`config.mk`:
```
export PLATFORM = sky130hd
export DESIGN_NAME = clock_core_flat
export DESIGN_NICKNAME = d
export VERILOG_FILES = /design/src/rtl/clock_core_if.sv /design/src/rtl/clock_core.sv /design/src/flat_wrapper.sv
export SDC_FILE = /design/constraint.sdc
export NUM_CORES = 1
export LEC_CHECK = 0
export ABC_AREA = 1
export BUFFER_PORTS_ARGS = -buffer_cell sky130_fd_sc_hd__buf_2
export CAP_MARGIN = 0
export CORE_ASPECT_RATIO = 0.5
export CORE_UTILIZATION = 50
export CTS_BUF_LIST = sky130_fd_sc_hd__clkbuf_4 sky130_fd_sc_hd__clkbuf_8 sky130_fd_sc_hd__clkbuf_16
export CTS_CLUSTER_SIZE = 28
export DETAILED_ROUTE_END_ITERATION = 7
export PLACE_DENSITY = 0.71
export RECOVER_POWER = 50
export SETUP_SLACK_MARGIN = 0.4
export SYNTH_ARGS = -nofsm -noshare
export SYNTH_HDL_FRONTEND = slang
export SYNTH_SLANG_ARGS = --single-unit
export TNS_END_PERCENT = 1
```
`constraint.sdc`:
```
create_clock -name clk_i -period 5.6 [get_ports clk_i]
set_input_delay 1.68 -clock clk_i [delete_from_list [all_inputs] [get_ports clk_i]]
set_output_delay 1.68 -clock clk_i [all_outputs]
set_load 0.005 [all_outputs]
```
`src/rtl/clock_core_if.sv`:
```
// rtl/clock_core_if.sv - control and time-of-day bus between the clock core and its user
interface clock_core_if;
  logic       mode_12h;
  logic       set;
  logic [4:0] set_hours;
  logic [5:0] set_minutes;
  logic [5:0] set_seconds;
  logic       alarm_en;
  logic       alarm_set;
  logic [4:0] alarm_hours;
  logic [5:0] alarm_minutes;
  logic       alarm_clear;
  logic       sec_tick;
  logic [5:0] sec;
  logic [5:0] min;
  logic [4:0] hrs;
  logic       pm;
  logic       alarm_ring;
  logic       set_err;

  modport master (
    output mode_12h, set, set_hours, set_minutes, set_seconds,
           alarm_en, alarm_set, alarm_hours, alarm_minutes, alarm_clear,
    input  sec_tick, sec, min, hrs, pm, alarm_ring, set_err
  );

  modport slave (
    input  mode_12h, set, set_hours, set_minutes, set_seconds,
           alarm_en, alarm_set, alarm_hours, alarm_minutes, alarm_clear,
    output sec_tick, sec, min, hrs, pm, alarm_ring, set_err
  );
endinterface

```
`src/rtl/clock_core.sv`:
```
// rtl/clock_core.sv - prescaled HH:MM:SS time-of-day counter with load port, 12/24h view and one alarm
module clock_core #(
  parameter int CLK_DIV   = 50_000_000,
  parameter int RING_SECS = 60
) (
  input  logic         clk_i,
  input  logic         reset_i,
  clock_core_if.slave  bus
);

  localparam int            PW        = $clog2(CLK_DIV);
  localparam logic [PW-1:0] PRESC_MAX = PW'(CLK_DIV - 1);
  localparam logic [7:0]    RING_INIT = 8'(RING_SECS);

  typedef enum logic [1:0] {IDLE, ARMED, RINGING} state_t;

  logic [PW-1:0] presc_q, presc_d;
  logic [5:0]    sec_q, sec_d, min_q, min_d;
  logic [4:0]    hrs_q, hrs_d;
  logic [4:0]    alarm_h_q, alarm_h_d;
  logic [5:0]    alarm_m_q, alarm_m_d;
  logic          tick_q, tick_d;
  logic          err_q, err_d;
  logic          ring_q;
  logic [7:0]    ring_cnt_q;
  state_t        state_q;

  logic       set_range_ok, alarm_range_ok, set_ok, alarm_ok, terminal, alarm_hit;
  logic [5:0] sec_inc, min_inc;
  logic [4:0] hrs_inc, hrs_view;

  always_comb begin
    set_range_ok   = (bus.set_hours <= 5'd23) && (bus.set_minutes <= 6'd59) &&
                     (bus.set_seconds <= 6'd59);
    alarm_range_ok = (bus.alarm_hours <= 5'd23) && (bus.alarm_minutes <= 6'd59);
    set_ok         = bus.set && set_range_ok;
    alarm_ok       = bus.alarm_set && alarm_range_ok;
    err_d          = (bus.set && !set_range_ok) || (bus.alarm_set && !alarm_range_ok);
    terminal       = (presc_q == PRESC_MAX);
    // A valid load restarts the second, so a coincident terminal count is discarded.
    tick_d         = terminal && !set_ok;
    presc_d        = (set_ok || terminal) ? '0 : presc_q + 1'b1;

    sec_inc = (sec_q == 6'd59) ? 6'd0 : sec_q + 6'd1;
    min_inc = min_q;
    hrs_inc = hrs_q;
    if (sec_q == 6'd59) begin
      min_inc = (min_q == 6'd59) ? 6'd0 : min_q + 6'd1;
      if (min_q == 6'd59) begin
        hrs_inc = (hrs_q == 5'd23) ? 5'd0 : hrs_q + 5'd1;
      end
    end

    sec_d = sec_q;
    min_d = min_q;
    hrs_d = hrs_q;
    if (set_ok) begin
      sec_d = bus.set_seconds;
      min_d = bus.set_minutes;
      hrs_d = bus.set_hours;
    end else if (tick_d) begin
      sec_d = sec_inc;
      min_d = min_inc;
      hrs_d = hrs_inc;
    end

    alarm_h_d = alarm_ok ? bus.alarm_hours   : alarm_h_q;
    alarm_m_d = alarm_ok ? bus.alarm_minutes : alarm_m_q;
    alarm_hit = tick_d && (hrs_inc == alarm_h_q) && (min_inc == alarm_m_q) && (sec_inc == 6'd0);
  end

  always_ff @(posedge clk_i) begin
    if (reset_i) begin
      presc_q   <= '0;
      sec_q     <= '0;
      min_q     <= '0;
      hrs_q     <= '0;
      alarm_h_q <= '0;
      alarm_m_q <= '0;
      tick_q    <= 1'b0;
      err_q     <= 1'b0;
    end else begin
      presc_q   <= presc_d;
      sec_q     <= sec_d;
      min_q     <= min_d;
      hrs_q     <= hrs_d;
      alarm_h_q <= alarm_h_d;
      alarm_m_q <= alarm_m_d;
      tick_q    <= tick_d;
      err_q     <= err_d;
    end
  end

  always_ff @(posedge clk_i) begin
    if (reset_i) begin
      state_q    <= IDLE;
      ring_q     <= 1'b0;
      ring_cnt_q <= '0;
    end else if (!bus.alarm_en) begin
      state_q <= IDLE;
      ring_q  <= 1'b0;
    end else begin
      case (state_q)
        IDLE: begin
          state_q <= ARMED;
        end
        ARMED: begin
          // A clear arriving with the matching tick suppresses the ring entirely.
          if (alarm_hit && !bus.alarm_clear) begin
            state_q    <= RINGING;
            ring_q     <= 1'b1;
            ring_cnt_q <= RING_INIT;
          end
        end
        RINGING: begin
          if (bus.alarm_clear || (tick_d && ring_cnt_q <= 8'd1)) begin
            state_q <= ARMED;
            ring_q  <= 1'b0;
          end else if (tick_d) begin
            ring_cnt_q <= ring_cnt_q - 8'd1;
          end
        end
        default: begin
          state_q <= IDLE;
          ring_q  <= 1'b0;
        end
      endcase
    end
  end

  always_comb begin
    hrs_view = hrs_q;
    if (bus.mode_12h) begin
      if (hrs_q == 5'd0) begin
        hrs_view = 5'd12;
      end else if (hrs_q > 5'd12) begin
        hrs_view = hrs_q - 5'd12;
      end
    end
  end

  assign bus.sec_tick   = tick_q;
  assign bus.sec        = sec_q;
  assign bus.min        = min_q;
  assign bus.hrs        = hrs_view;
  assign bus.pm         = (hrs_q >= 5'd12);
  assign bus.alarm_ring = ring_q;
  assign bus.set_err    = err_q;

endmodule

```
`src/flat_wrapper.sv`:
```
// flat-port wrapper written by rule: the top's interface ports become plain ports
module clock_core_flat 
#(
  parameter int CLK_DIV   = 50_000_000,
  parameter int RING_SECS = 60
)
  (clk_i, reset_i, bus_mode_12h, bus_set, bus_set_hours, bus_set_minutes, bus_set_seconds, bus_alarm_en, bus_alarm_set, bus_alarm_hours, bus_alarm_minutes, bus_alarm_clear, bus_sec_tick, bus_sec, bus_min, bus_hrs, bus_pm, bus_alarm_ring, bus_set_err);
  clock_core_if bus_i ();
  input  logic clk_i;
  input  logic reset_i;
  input wire logic [$bits(bus_i.mode_12h)-1:0] bus_mode_12h;
  input wire logic [$bits(bus_i.set)-1:0] bus_set;
  input wire logic [$bits(bus_i.set_hours)-1:0] bus_set_hours;
  input wire logic [$bits(bus_i.set_minutes)-1:0] bus_set_minutes;
  input wire logic [$bits(bus_i.set_seconds)-1:0] bus_set_seconds;
  input wire logic [$bits(bus_i.alarm_en)-1:0] bus_alarm_en;
  input wire logic [$bits(bus_i.alarm_set)-1:0] bus_alarm_set;
  input wire logic [$bits(bus_i.alarm_hours)-1:0] bus_alarm_hours;
  input wire logic [$bits(bus_i.alarm_minutes)-1:0] bus_alarm_minutes;
  input wire logic [$bits(bus_i.alarm_clear)-1:0] bus_alarm_clear;
  output wire logic [$bits(bus_i.sec_tick)-1:0] bus_sec_tick;
  output wire logic [$bits(bus_i.sec)-1:0] bus_sec;
  output wire logic [$bits(bus_i.min)-1:0] bus_min;
  output wire logic [$bits(bus_i.hrs)-1:0] bus_hrs;
  output wire logic [$bits(bus_i.pm)-1:0] bus_pm;
  output wire logic [$bits(bus_i.alarm_ring)-1:0] bus_alarm_ring;
  output wire logic [$bits(bus_i.set_err)-1:0] bus_set_err;
  assign bus_i.mode_12h = bus_mode_12h;
  assign bus_i.set = bus_set;
  assign bus_i.set_hours = bus_set_hours;
  assign bus_i.set_minutes = bus_set_minutes;
  assign bus_i.set_seconds = bus_set_seconds;
  assign bus_i.alarm_en = bus_alarm_en;
  assign bus_i.alarm_set = bus_alarm_set;
  assign bus_i.alarm_hours = bus_alarm_hours;
  assign bus_i.alarm_minutes = bus_alarm_minutes;
  assign bus_i.alarm_clear = bus_alarm_clear;
  assign bus_sec_tick = bus_i.sec_tick;
  assign bus_sec = bus_i.sec;
  assign bus_min = bus_i.min;
  assign bus_hrs = bus_i.hrs;
  assign bus_pm = bus_i.pm;
  assign bus_alarm_ring = bus_i.alarm_ring;
  assign bus_set_err = bus_i.set_err;
  clock_core #(.CLK_DIV(CLK_DIV), .RING_SECS(RING_SECS)) u_core (.clk_i(clk_i), .reset_i(reset_i), .bus(bus_i));
endmodule
```
# --- Yosys cells after proc, flatten, opt, wreduce, memory -nomap -nowiden ---
# Index checks and enable logic that the tools add are counted.
classes:
  order_cmp: 8
  bitwise: 2
  mux: 25
  add_sub_neg: 6
  eq_ne: 12
  n_reduce_logical: 30
op_table:
  columns: ["cell", "n"]
  rows:
  - ["6-bit two-way mux", 7]
  - ["5-bit two-way mux", 8]
  - ["26-bit by 1-bit adder with 26-bit output, second input constant", 1]
  - ["26-bit == test, second input constant", 1]
  - ["8-bit two-way mux", 3]
  - ["6-bit <= comparator, second input constant", 3]
  - ["8-bit one-hot mux with 2 select lines", 1]
  - ["1-bit logical AND", 13]
  - ["6-bit by 1-bit adder with 6-bit output, second input constant", 2]
  - ["6-bit == test, second input constant", 2]
  - ["5-bit <= comparator, second input constant", 2]
  - ["8-bit by 1-bit <= comparator with 1-bit output, second input constant", 1]
  - ["8-bit by 1-bit subtractor with 8-bit output, second input constant", 1]
  - ["6-bit == test", 1]
  - ["6-bit logical NOT", 1]
  - ["2-bit by 1-bit != test with 1-bit output, second input constant", 3]
  - ["2-bit one-hot mux with 3 select lines", 1]
  - ["5-bit by 1-bit adder with 5-bit output, second input constant", 1]
  - ["5-bit == test", 1]
  - ["5-bit == test, second input constant", 1]
  - ["5-bit by 4-bit >= comparator with 1-bit output, second input constant", 1]
  - ["5-bit by 4-bit > comparator with 1-bit output, second input constant", 1]
  - ["5-bit logical NOT", 1]
  - ["5-bit AND reduction", 1]
  - ["other kinds (15)", 25]
totals:
  in_bits: 35
  out_inout_bits: 21
  reg_bits: 67
  wordCells: 94

# --- Longest topological paths before layout ---
# Gate-level depths: netlist of the first run.
logic_depth:
  depth_word: 12
  depth_mapped: 19
  depth_no_buf: 18

# --- Worst setup path before layout of the first run ---
# OpenSTA, ideal clock, no wires.
synth_timing:
  kind: "input-to-output"
  start: "input port bus_mode_12h"
  end: "output port bus_hrs[4]"
  setup_slack_ns: 1.835
  required_ns: 3.920
  arrival_ns: 2.085
  path_buffers: 0
  path_stages: 3
  path_cell_list: "nand4_1 o21ai_0 a221oi_1"
synth_between:
  elab_chain_len: 1
synth_lines:
  columns: ["item", "line", "source"]
  rows:
  - ["start: declaration", "flat_wrapper.sv:11", "input wire logic [$bits(bus_i.mode_12h)-1:0] bus_mode_12h;"]
  - ["5-bit two-way mux", "clock_core.sv:133", "if (bus.mode_12h) begin"]
  - ["end: declaration", "flat_wrapper.sv:24", "output wire logic [$bits(bus_i.hrs)-1:0] bus_hrs;"]
# No other way between the ends.

# --- Worst setup path in the final report of the first run ---
layout_timing:
  start: "input port bus_set_seconds[3]"
  end: "register u_core.ring_cnt_q[4]"
layout_between:
  elab_chain_len: 11
  elab_cells_between_ends: 15
  cone_classes: "order compare: 1; eq/ne: 3; reduce/logical: 11"
layout_lines:
  columns: ["item", "line", "source"]
  rows:
  - ["start: declaration", "flat_wrapper.sv:15", "input wire logic [$bits(bus_i.set_seconds)-1:0] bus_set_seconds;"]
  - ["6-bit <= comparator *", "clock_core.sv:34", "(bus.set_seconds <= 6'd59);"]
  - ["1-bit logical AND *", "clock_core.sv:33", "set_range_ok = (bus.set_hours <= 5'd23) && (bus.set_minutes <= 6'd59) &&"]
  - ["1-bit logical AND *", "clock_core.sv:36", "set_ok = bus.set && set_range_ok;"]
  - ["1-bit logical NOT *", "clock_core.sv:41", "tick_d = terminal && !set_ok;"]
  - ["1-bit logical AND *", "clock_core.sv:41", null]
  - ["1-bit logical AND (3 in a row)", "clock_core.sv:69", "alarm_hit = tick_d && (hrs_inc == alarm_h_q) && (min_inc == alarm_m_q) && (sec_inc == 6'd0);"]
  - ["1-bit logical AND", "clock_core.sv:109", "if (alarm_hit && !bus.alarm_clear) begin"]
  - ["2-bit by 1-bit != test with 1-bit output (no line)", null, null]
  - ["5-bit AND reduction (no line) *", null, null]
  - ["end signal: assignment", "clock_core.sv:120", "ring_cnt_q <= ring_cnt_q - 8'd1;"]
  - ["end: declaration", "clock_core.sv:25", "logic [7:0] ring_cnt_q;"]
# Every way passes the cells marked *; elsewhere a longest branch is shown, timed or not.
# A chain may end at the register's enable or synchronous reset.

==> results.py, run 1 <==
metrics = {
    "place": {
        "routabilityCongestion": 0.827,
        "io_buffers": 55,
        "placed_area_um2": 4230,
        "hpwl_um": 6730,
    },
    "sta": {
        "hold_viol_final": 0,
        "finClkSkew_ns": 0.00340,
        "setup_viol": 0,
        "worstMarginPinSlew_ns": 0.874,
        "rsz0062_at_grt": "no",
        "whs_ns": 0.450,
        "slew_viol_final": 0,
        "layout_min_cycle_time_ns": 4.16,
        "fmax_mhz": 240,
        "relSlewSlack_pct": 41.7,
        "tns_ns": 0,
        "fin_crit_sh_pct": 74.3,
    },
    "clocking": {
        "cts_tree": "yes",
        "ctsRootBufferMaster": "clkbuf_16",
        "clkTransAtPathRegs_ns": 0.05,
        "post_cts_resized": 0,
        "cts_buffer_depth": 2,
        "insertion_delay_ns": 0.33,
        "cts_num_sinks": 67,
        "holdBufCountCts": 0,
        "numCtsBuffers": 9,
        "cts_setup_buffers": 0,
        "h-tree-depth": 3,
    },
    "die": {
        "dieArea_um2": 8150,
        "rows": 22,
        "io_pins": 56,
        "start_util_pct": 52.3,
        "core_um2": 7430,
        "dieWidth_um": 127,
        "dieHeight_um": 64.4,
    },
    "finish": {
        "final_common_cell": "nand2_1",
        "final_cell_mix": "121 x nand2_1, 77 x nor2_1, 71 x inv_1, 67 x dfxtp_1, 62 x nand3_1",
        "num_antenna_cells": 0,
        "nets": 679,
        "fin_area_um2": 4500,
        "area_delta_synth_final_pct": 15.8,
        "drive_gt1_share_pct": 14.0,
    },
    "yosys": {
        "ys_types": 38,
        "synth_cells": 578,
        "synth_top_area_share_pct": 34.5,
        "ys_top_cells_by_area": "dfxtp_1 35%, nand2_1 12%, nand3_1 8.0%, nor2_1 7.3%, inv_1 6.9%",
        "synth_edf_count": 0,
        "yosysTopAreaCell": "dfxtp_1",
        "syn_area_per_cell_um2": 6.73,
        "synth_ff_type": "dfxtp_1",
        "yosysSeqAreaShare_pct": 34.5,
        "ys_warn_count": 0,
        "async_flop_share_pct": 0,
        "syn_area_um2": 3890,
        "synth-seq-cells": 67,
        "synth_fp_nets": 624,
    },
    "worst_setup_path": {
        "rr_worst_depth": 16,
        "regToRegStartpoint": "u_core.bus.sec[0]",
        "r2r_slack_ns": 2.72,
        "path_class": "input port to flip-flop",
        "worst-path-max-fanout": 19,
        "worst_setup_path_start_kind": "input port",
        "cp.required_ns": 5.80,
        "arrival_ns": 4.37,
        "r2r_end": "u_core.ring_cnt_q[4]",
        "endpoint_kind": "flip-flop",
    },
    "grt": {
        "antenna_found_initial": 0,
        "grt_max_degree": 24,
        "grtUsageTotal_pct": 24.2,
        "grt_pass1_wl_um": 15400,
        "grt_pass1_vias": 3381,
        "grt_overflow": 0,
    },
    "routing": {
        "drt_iter0_drc": 243,
        "dr_total_vias": 3809,
        "viasPerCell": 5.20,
        "routedWlPerCell_um": 12.5,
        "drtPass1Iterations": 5,
        "wirelength_um": 9160,
        "ant_nets": 0,
        "route.detailed.drc": 0,
    },
    "power_and_ir_drop": {
        "p_leak_uw": 0.00193,
        "powerDensity_nw_per_um2": 263,
        "max-vdd-ir-drop_mv": 0.147,
    },
    "hold_path": {
        "min_path_cells": 1,
        "hold_path_end": "u_core.presc_q[0]",
        "worstHoldStart": "u_core.presc_q[0]",
        "hold_class": "flip-flop to flip-flop",
    },
    "run": {
        "cap_viol_max_count": 0,
    },
    "run_status": {
        "status": "finished clean",
    },
}
metal layers:
layer	up-vias	track usage (%)	wire (um)	part of all wire, %
li1	2027	-	-	-
met1	1699	32.0	4630	51
met2	70	38.2	3990	44
met3	13	6.62	416	4.5
met4	0	7.74	116	1.3
met5	-	0	0	0
cells by family after synthesis:
group / count (synthesis) / synth area share (%)
flops: 67 / 34.5
fa+ha+maj: 11 / 3.54
compound gates: 86 / 13.4
buf+inv: 90 / 9.37
xor+xnor: 12 / 2.70
simple gates: 312 / 36.5
cell usage after synthesis (3+ instances only):
| library cell | instances |
|---|---|
| o211ai_1 | 3 |
| or2_2 | 4 |
| o21bai_1 | 3 |
| a21oi_1 | 34 |
| nand2_1 | 121 |
| xnor2_1 | 6 |
| o21a_1 | 3 |
| a221oi_1 | 8 |
| nor2_1 | 76 |
| inv_2 | 3 |
| ha_1 | 11 |
| nor2_2 | 6 |
| clkbuf_1 | 8 |
| nand3_1 | 62 |
| dfxtp_1 | 67 |
| inv_1 | 71 |
| nor3b_1 | 3 |
| o21ai_0 | 20 |
| o221ai_1 | 3 |
| buf_2 | 3 |
| nand4_1 | 15 |
| xor2_1 | 6 |
| nor3_1 | 7 |
| buf_6 | 3 |
| a31oi_1 | 5 |
| nor4_1 | 7 |
per-stage QoR:
stage | cells | utilization (%) | setup WS (ns) | total power [uW]
floorplan | 578 | - | 1.84 | 600
detailed placement | 718 | 56.9 | 1.59 | 644
finish | 732 | 60.6 | 1.44 | 1180
CTS | 732 | 60.8 | 1.58 | 1190
global placement | 718 | 56.9 | 1.60 | 643
global route | 732 | 60.6 | 1.09 | 1240
power by group:
group          switching [uW]  internal [uW]  leakage (uW)
clock                     195            355      0.000145
sequential               17.4            494      0.000546
combinational            74.8           49.2       0.00124
critical path, stage by stage:
cell and delay, ns:
buf_2 0.11, nand4_1 0.14, nand3_1 0.12, nor2_1 0.15, clkbuf_1 0.68, nor2_1 0.27
inv_1 0.23, o21ai_0 0.10, nor2_1 0.21, nand2_1 0.11, nand2_2 0.21, nand2_1 0.18
nand2_1 0.10, a21oi_1 0.06
final cells by class:
class                           count  area (um^2)
Inverter                           75          282
Tap cell                           96          120
Clock buffer                       11          246
Timing Repair Buffer               59          293
Clock inverter                      3         40.0
Sequential cell                    67         1340
Multi-Input combinational cell    421         2180
Fill cell                         696         2930
how the worst max path moves through the flow:
stage / from / endpoint / depth (start not counted)
global route: bus_set_seconds[4] / u_core.ring_cnt_q[3] / 14
floorplan: bus_mode_12h / bus_hrs[4] / 3
detailed placement: bus_mode_12h / bus_hrs[4] / 5
finish: bus_set_seconds[3] / u_core.ring_cnt_q[4] / 14
CTS: bus_mode_12h / bus_hrs[4] / 5
global placement: bus_mode_12h / bus_hrs[4] / 5
flip-flops by register name, summed over array words and instances, names as in the netlist, 2 cells and up:
signal	count
u_core.alarm_h_q	5
u_core.alarm_m_q	6
u_core.bus.min	6
u_core.bus.sec	6
u_core.hrs_q	5
u_core.presc_q	26
u_core.ring_cnt_q	8
u_core.state_q	2
Note: power is estimated with default switching activity, not from simulation.
==> run 2, diff against run 1 <==
--- a/config.mk
+++ b/config.mk
@@ -13,7 +13,7 @@
 export CTS_BUF_LIST = sky130_fd_sc_hd__clkbuf_4 sky130_fd_sc_hd__clkbuf_8 sky130_fd_sc_hd__clkbuf_16
 export CTS_CLUSTER_SIZE = 28
 export DETAILED_ROUTE_END_ITERATION = 7
-export PLACE_DENSITY = 0.71
+export PLACE_DENSITY = 0.74
 export RECOVER_POWER = 50
 export SETUP_SLACK_MARGIN = 0.4
 export SYNTH_ARGS = -nofsm -noshare
==> constraint.sdc (replaced) <==
create_clock -name clk_i -period 3.6 [get_ports clk_i]
set_input_delay 1.08 -clock clk_i [delete_from_list [all_inputs] [get_ports clk_i]]
set_output_delay 1.08 -clock clk_i [all_outputs]
set_load 0.005 [all_outputs]
==> run 2 against run 1 <==
Final cell count up 0.55%. Power up 71%. Combinational power up 60%. Clock skew up 0.0014 ns. Worst hold slack better by 0.0017 ns. First-iteration DRC count up 2.1%. Setup slack worse by 0.82 ns. Sequential share of layout area down 0.58 points. Global-route usage up 0.83 points. Largest power group unchanged.
==> results.py, run 2 (synthesized netlist as in run 1, its figures left out) <==
metrics = {
    "run_status": {
        "status": "finished clean",
    },
    "routing": {
        "dr_total_vias": 3988,
        "drtPass1Iterations": 4,
        "routed.top_layer": "met4",
        "met2_length_um": 4410,
        "viasPerCell": 5.42,
        "met1_length_um": 4390,
        "routedWlPerCell_um": 12.9,
        "wl_met3_um": 542,
        "wirelength_um": 9510,
        "drt_iter0_drc": 248,
        "ant_nets": 0,
        "route.detailed.drc": 0,
    },
    "die": {
        "start_util_pct": 52.3,
        "io_pins": 56,
        "dieArea_um2": 8150,
        "dieWidth_um": 127,
        "dieHeight_um": 64.4,
        "rows": 22,
        "core_um2": 7430,
    },
    "clocking": {
        "cts_num_sinks": 67,
        "clkTransAtPathRegs_ns": 0.06,
        "post_cts_resized": 0,
        "holdBufCountCts": 0,
        "cts_tree": "yes",
        "numCtsBuffers": 9,
        "insertion_delay_ns": 0.33,
        "cts_setup_buffers": 0,
        "h-tree-depth": 3,
        "cts_buffer_depth": 2,
        "ctsRootBufferMaster": "clkbuf_16",
    },
    "sta": {
        "layout_min_cycle_time_ns": 2.98,
        "fin_crit_sh_pct": 82.9,
        "finClkSkew_ns": 0.00484,
        "tns_ns": 0,
        "slew_viol_final": 0,
        "relSlewSlack_pct": 45.8,
        "worstMarginPinSlew_ns": 0.811,
        "rsz0062_at_grt": "no",
        "hold_viol_final": 0,
        "fmax_mhz": 335,
        "setup_viol": 0,
    },
    "grt": {
        "antenna_found_initial": 0,
        "grt_pass1_wl_um": 16000,
        "grt_overflow": 0,
        "grt_pass1_vias": 3627,
        "grt_max_degree": 27,
        "grtUsageTotal_pct": 25.0,
    },
    "finish": {
        "num_antenna_cells": 0,
        "finalNonFillerCells": 736,
        "final_cell_mix": "121 x nand2_1, 77 x nor2_1, 71 x inv_1, 67 x dfxtp_1, 62 x nand3_1",
        "regMostFlops": "u_core.presc_q",
        "drive_gt1_share_pct": 14.2,
        "fill_cells": 726,
        "largest_reg_flops": 26,
        "area_delta_synth_final_pct": 18.1,
        "reg_top3": "u_core.presc_q (26), u_core.ring_cnt_q (8)",
        "fin_area_um2": 4590,
        "final_util_pct": 61.8,
        "multi_input_area_um2": 2180,
        "seqCellArea_um2": 1340,
        "final_common_cell": "nand2_1",
        "nets": 681,
    },
    "power_and_ir_drop": {
        "powerDensity_nw_per_um2": 440,
        "p_leak_uw": 0.00197,
        "seqPwrFrac_pct": 39.3,
        "max-vdd-ir-drop_mv": 0.271,
        "switchingPower_uw": 479,
        "comb_power_share_pct": 9.9,
        "power.internal_uw": 1540,
        "p_total_uw": 2020,
        "p_sw_share_pct": 23.7,
        "p_clk_share_pct": 50.8,
    },
    "worst_setup_path": {
        "worst-path-max-fanout": 12,
        "path_class": "input port to flip-flop",
        "rr_worst_depth": 16,
        "worst_setup_path_start_kind": "input port",
        "arrival_ns": 3.19,
        "cp-startpoint": "bus_set_hours[4]",
        "cp.required_ns": 3.81,
        "endpoint_kind": "flip-flop",
        "endpoint": "u_core.hrs_q[4]",
        "r2r_slack_ns": 0.71,
        "regToRegStartpoint": "u_core.bus.sec[0]",
        "r2r_end": "u_core.ring_cnt_q[2]",
    },
    "place": {
        "dp.cells": 720,
        "routabilityCongestion": 0.889,
        "hpwl_um": 7050,
        "placed_area_um2": 4260,
        "io_buffers": 55,
    },
    "hold_path": {
        "min_path_cells": 1,
        "hold_class": "flip-flop to flip-flop",
    },
    "run": {
        "cap_viol_max_count": 0,
    },
}
## run 2: area by class of cell
class	count	area share [%]
Clock buffer	10	5.20
Sequential cell	67	29.2
Inverter	75	6.13
Tap cell	96	2.62
Multi-Input combinational cell	421	47.5
Clock inverter	6	2.45
Timing Repair Buffer	61	6.92
## run 2: worst min path at each step
stage,startpoint,to,slack [ns]
after floorplan,u_core.presc_q[0],u_core.presc_q[0],0.42
after global placement,u_core.presc_q[0],u_core.presc_q[0],0.43
after detailed placement,u_core.presc_q[0],u_core.presc_q[0],0.44
after CTS,u_core.presc_q[0],u_core.presc_q[0],0.46
after global routing,u_core.presc_q[15],u_core.presc_q[15],0.49
final,u_core.presc_q[0],u_core.presc_q[0],0.45
## run 2: per-layer routing
metal	up-vias	global-route usage, %
met2	96	42.1
li1	2048	-
met3	15	6.03
met4	0	10.1
met5	-	0
met1	1829	31.0
## run 2: worst max-delay path: stages
cell,delay (ns)
buf_2,0.10
nand2_1,0.11
nand3_1,0.12
nor2_1,0.19
clkbuf_1,0.46
inv_1,0.15
nand2_1,0.20
clkinv_1,0.11
clkbuf_1,0.25
a221oi_1,0.35
nor2_1,0.06
## run 2: power by group through the flow
stage / clock network [uW] / registers [uW] / logic [uW]
finish: 1030 / 795 / 199
detailed placement: 0 / 810 / 200
floorplan: 0 / 804 / 129
global route: 1070 / 798 / 227
global placement: 0 / 810 / 197
CTS: 1040 / 794 / 202
## run 2: through the flow
stage | worst slack [ns] | hold slack [ns]
CTS | 0.752 | 0.459
finish | 0.615 | 0.452
detailed placement | 0.654 | 0.445
global route | 0.370 | 0.491
global placement | 0.702 | 0.433
floorplan | 0.970 | 0.418
==> run 3, diff against run 2 <==
--- a/config.mk
+++ b/config.mk
@@ -13,7 +13,7 @@
 export CTS_BUF_LIST = sky130_fd_sc_hd__clkbuf_4 sky130_fd_sc_hd__clkbuf_8 sky130_fd_sc_hd__clkbuf_16
 export CTS_CLUSTER_SIZE = 28
 export DETAILED_ROUTE_END_ITERATION = 7
-export PLACE_DENSITY = 0.74
+export PLACE_DENSITY = 0.71
 export RECOVER_POWER = 50
 export SETUP_SLACK_MARGIN = 0.4
 export SYNTH_ARGS = -nofsm -noshare
==> constraint.sdc (replaced) <==
create_clock -name clk_i -period 3.1 [get_ports clk_i]
set_input_delay 0.93 -clock clk_i [delete_from_list [all_inputs] [get_ports clk_i]]
set_output_delay 0.93 -clock clk_i [all_outputs]
set_load 0.005 [all_outputs]
==> run 3 against run 2 <==
Routed wire length grew 2.1%. Sequential share of layout area is 0.41 points lower. Clock skew fell by 0.0020 ns. First-iteration DRC count rose by 15%. Cell area increased by 1.5%. Flip-flop and latch count stayed put. Largest cell class unchanged. Die area is the same. Combinational power is 18% higher. Clock power increased by 8%.
==> results.py, run 3 (synthesized netlist as in run 1, its figures left out) <==
metrics = {
    "sta": {
        "tns_ns": 0,
        "whs_ns": 0.448,
        "rsz0062_at_grt": "yes",
        "setup_viol": 0,
        "finClkSkew_ns": 0.00280,
        "layout_min_cycle_time_ns": 2.66,
        "hold_viol_final": 0,
        "fin_crit_sh_pct": 85.9,
        "worstMarginPinSlew_ns": 0.764,
        "slew_viol_final": 0,
        "fmax_mhz": 376,
        "relSlewSlack_pct": 48.9,
    },
    "hold_path": {
        "worstHoldStart": "u_core.presc_q[0]",
        "hold_class": "flip-flop to flip-flop",
    },
    "worst_setup_path": {
        "path_class": "flip-flop to flip-flop",
        "arrival_ns": 2.87,
        "cp-startpoint": "u_core.bus.sec[1]",
        "cp.required_ns": 3.31,
        "regToRegStartpoint": "u_core.bus.sec[1]",
        "endpoint_kind": "flip-flop",
        "worst_setup_path_start_kind": "flip-flop",
        "worst-path-max-fanout": 10,
    },
    "run": {
        "cap_viol_max_count": 0,
    },
    "grt": {
        "grt_pass1_wl_um": 15900,
        "grt_max_degree": 28,
        "grt_overflow": 0,
        "grtUsageTotal_pct": 25.2,
        "antenna_found_initial": 0,
        "grt_pass1_vias": 3435,
    },
    "clocking": {
        "cts_tree": "yes",
        "numCtsBuffers": 9,
        "h-tree-depth": 3,
        "ctsRootBufferMaster": "clkbuf_16",
        "clkTransAtPathRegs_ns": 0.05,
        "cts_buffer_depth": 2,
        "cts_num_sinks": 67,
        "insertion_delay_ns": 0.33,
        "holdBufCountCts": 0,
    },
    "finish": {
        "area_delta_synth_final_pct": 19.9,
        "largest_reg_flops": 26,
        "drive_gt1_share_pct": 16.0,
        "seqCellArea_um2": 1340,
        "final_common_cell": "nand2_1",
        "final_cell_mix": "120 x nand2_1, 75 x nor2_1, 71 x inv_1, 66 x dfxtp_1, 62 x nand3_1",
        "reg_top3": "u_core.presc_q (26), u_core.ring_cnt_q (8)",
        "fin_area_um2": 4660,
        "multi_input_area_um2": 2200,
        "fill_cells": 695,
        "nets": 692,
        "regMostFlops": "u_core.presc_q",
        "num_antenna_cells": 0,
    },
    "die": {
        "rows": 22,
        "start_util_pct": 52.3,
        "io_pins": 56,
        "dieHeight_um": 64.4,
        "dieArea_um2": 8150,
        "dieWidth_um": 127,
        "core_um2": 7430,
    },
    "routing": {
        "drt_iter0_drc": 284,
        "wirelength_um": 9710,
        "route.detailed.drc": 0,
        "routedWlPerCell_um": 13.0,
        "viasPerCell": 5.26,
        "ant_nets": 0,
        "drtPass1Iterations": 7,
        "dr_total_vias": 3927,
    },
    "run_status": {
        "status": "finished clean",
    },
    "power_and_ir_drop": {
        "max-vdd-ir-drop_mv": 0.249,
        "p_leak_uw": 0.00200,
        "powerDensity_nw_per_um2": 486,
    },
    "place": {
        "hpwl_um": 6930,
        "io_buffers": 55,
        "routabilityCongestion": 0.858,
        "placed_area_um2": 4270,
    },
}
-- run 3: changes by cell type in the layout (fill, tap and decap cells not counted), moves of 2 or more --
cell      previous run  this run
nor2_1              77        75
clkbuf_1             8        11
clkinv_4             2         0
buf_4                3        12
buf_2               49        47
clkbuf_4             0         3
-- run 3: metal layers --
| metal | share of wire [%] | track usage [%] | routed length (um) |
|---|---|---|---|
| met4 | 1.9 | 11.2 | 185 |
| met1 | 49 | 32.3 | 4730 |
| met2 | 44 | 39.7 | 4230 |
| met3 | 5.8 | 7.37 | 560 |
| met5 | 0 | 0 | 0 |
-- run 3: timing repair --
action | CTS | global route
gates resized for setup | 1 | 9
setup endpoints to repair | 7 | 12
pin swaps | 1 | 4
setup buffers | 4 | 5
-- run 3: final cells by class --
class / instances / area share, %
clock buffers: 13 / 5.61
clock inverters: 2 / 1.29
repair buffers: 72 / 8.40
multi-input cells: 421 / 47.3
well taps: 96 / 2.58
inverters: 75 / 6.04
flip-flops and latches: 67 / 28.8
-- run 3: final timing paths --
path | to | slack, ns | cells past startpoint
worst max-delay path | u_core.ring_cnt_q[2] | 0.44 | 16
worst min-delay path | u_core.presc_q[0] | 0.45 | 1
worst max register to register | u_core.ring_cnt_q[2] | 0.44 | 16
worst min register to register | u_core.presc_q[0] | 0.45 | 1
-- run 3: per-stage QoR --
| stage | setup slack [ns] | util [%] | total power, uW | cells |
|---|---|---|---|---|
| floorplan | 0.620 | - | 1080 | 578 |
| global placement | 0.362 | 57.5 | 1170 | 722 |
| detailed placement | 0.277 | 57.5 | 1170 | 722 |
| CTS | 0.421 | 62.3 | 2280 | 741 |
| global route | 0.200 | 62.7 | 2350 | 746 |
| finish | 0.438 | 62.7 | 2270 | 746 |
-- run 3: worst max-delay path, cell delays in order, from the launching register on --
cell and delay [ns]:
dfxtp_1 0.43, ha_1 0.33, nand3_2 0.16, nor2_8 0.22
nand2_4 0.14, nor2_2 0.12, nand2_1 0.07, nand2_1 0.12
nand2_1 0.06, nand2_1 0.07, nand3_1 0.09, nor2_2 0.14
nand3_2 0.14, nand2_4 0.13, nand2_1 0.14, nand2_1 0.11
a21oi_1 0.06
-- run 3: power breakdown --
group	leakage [uW]	internal, uW	switching, uW
combinational	0.00129	93.7	142
sequential	0.000546	892	29.4
clock	0.000160	748	363
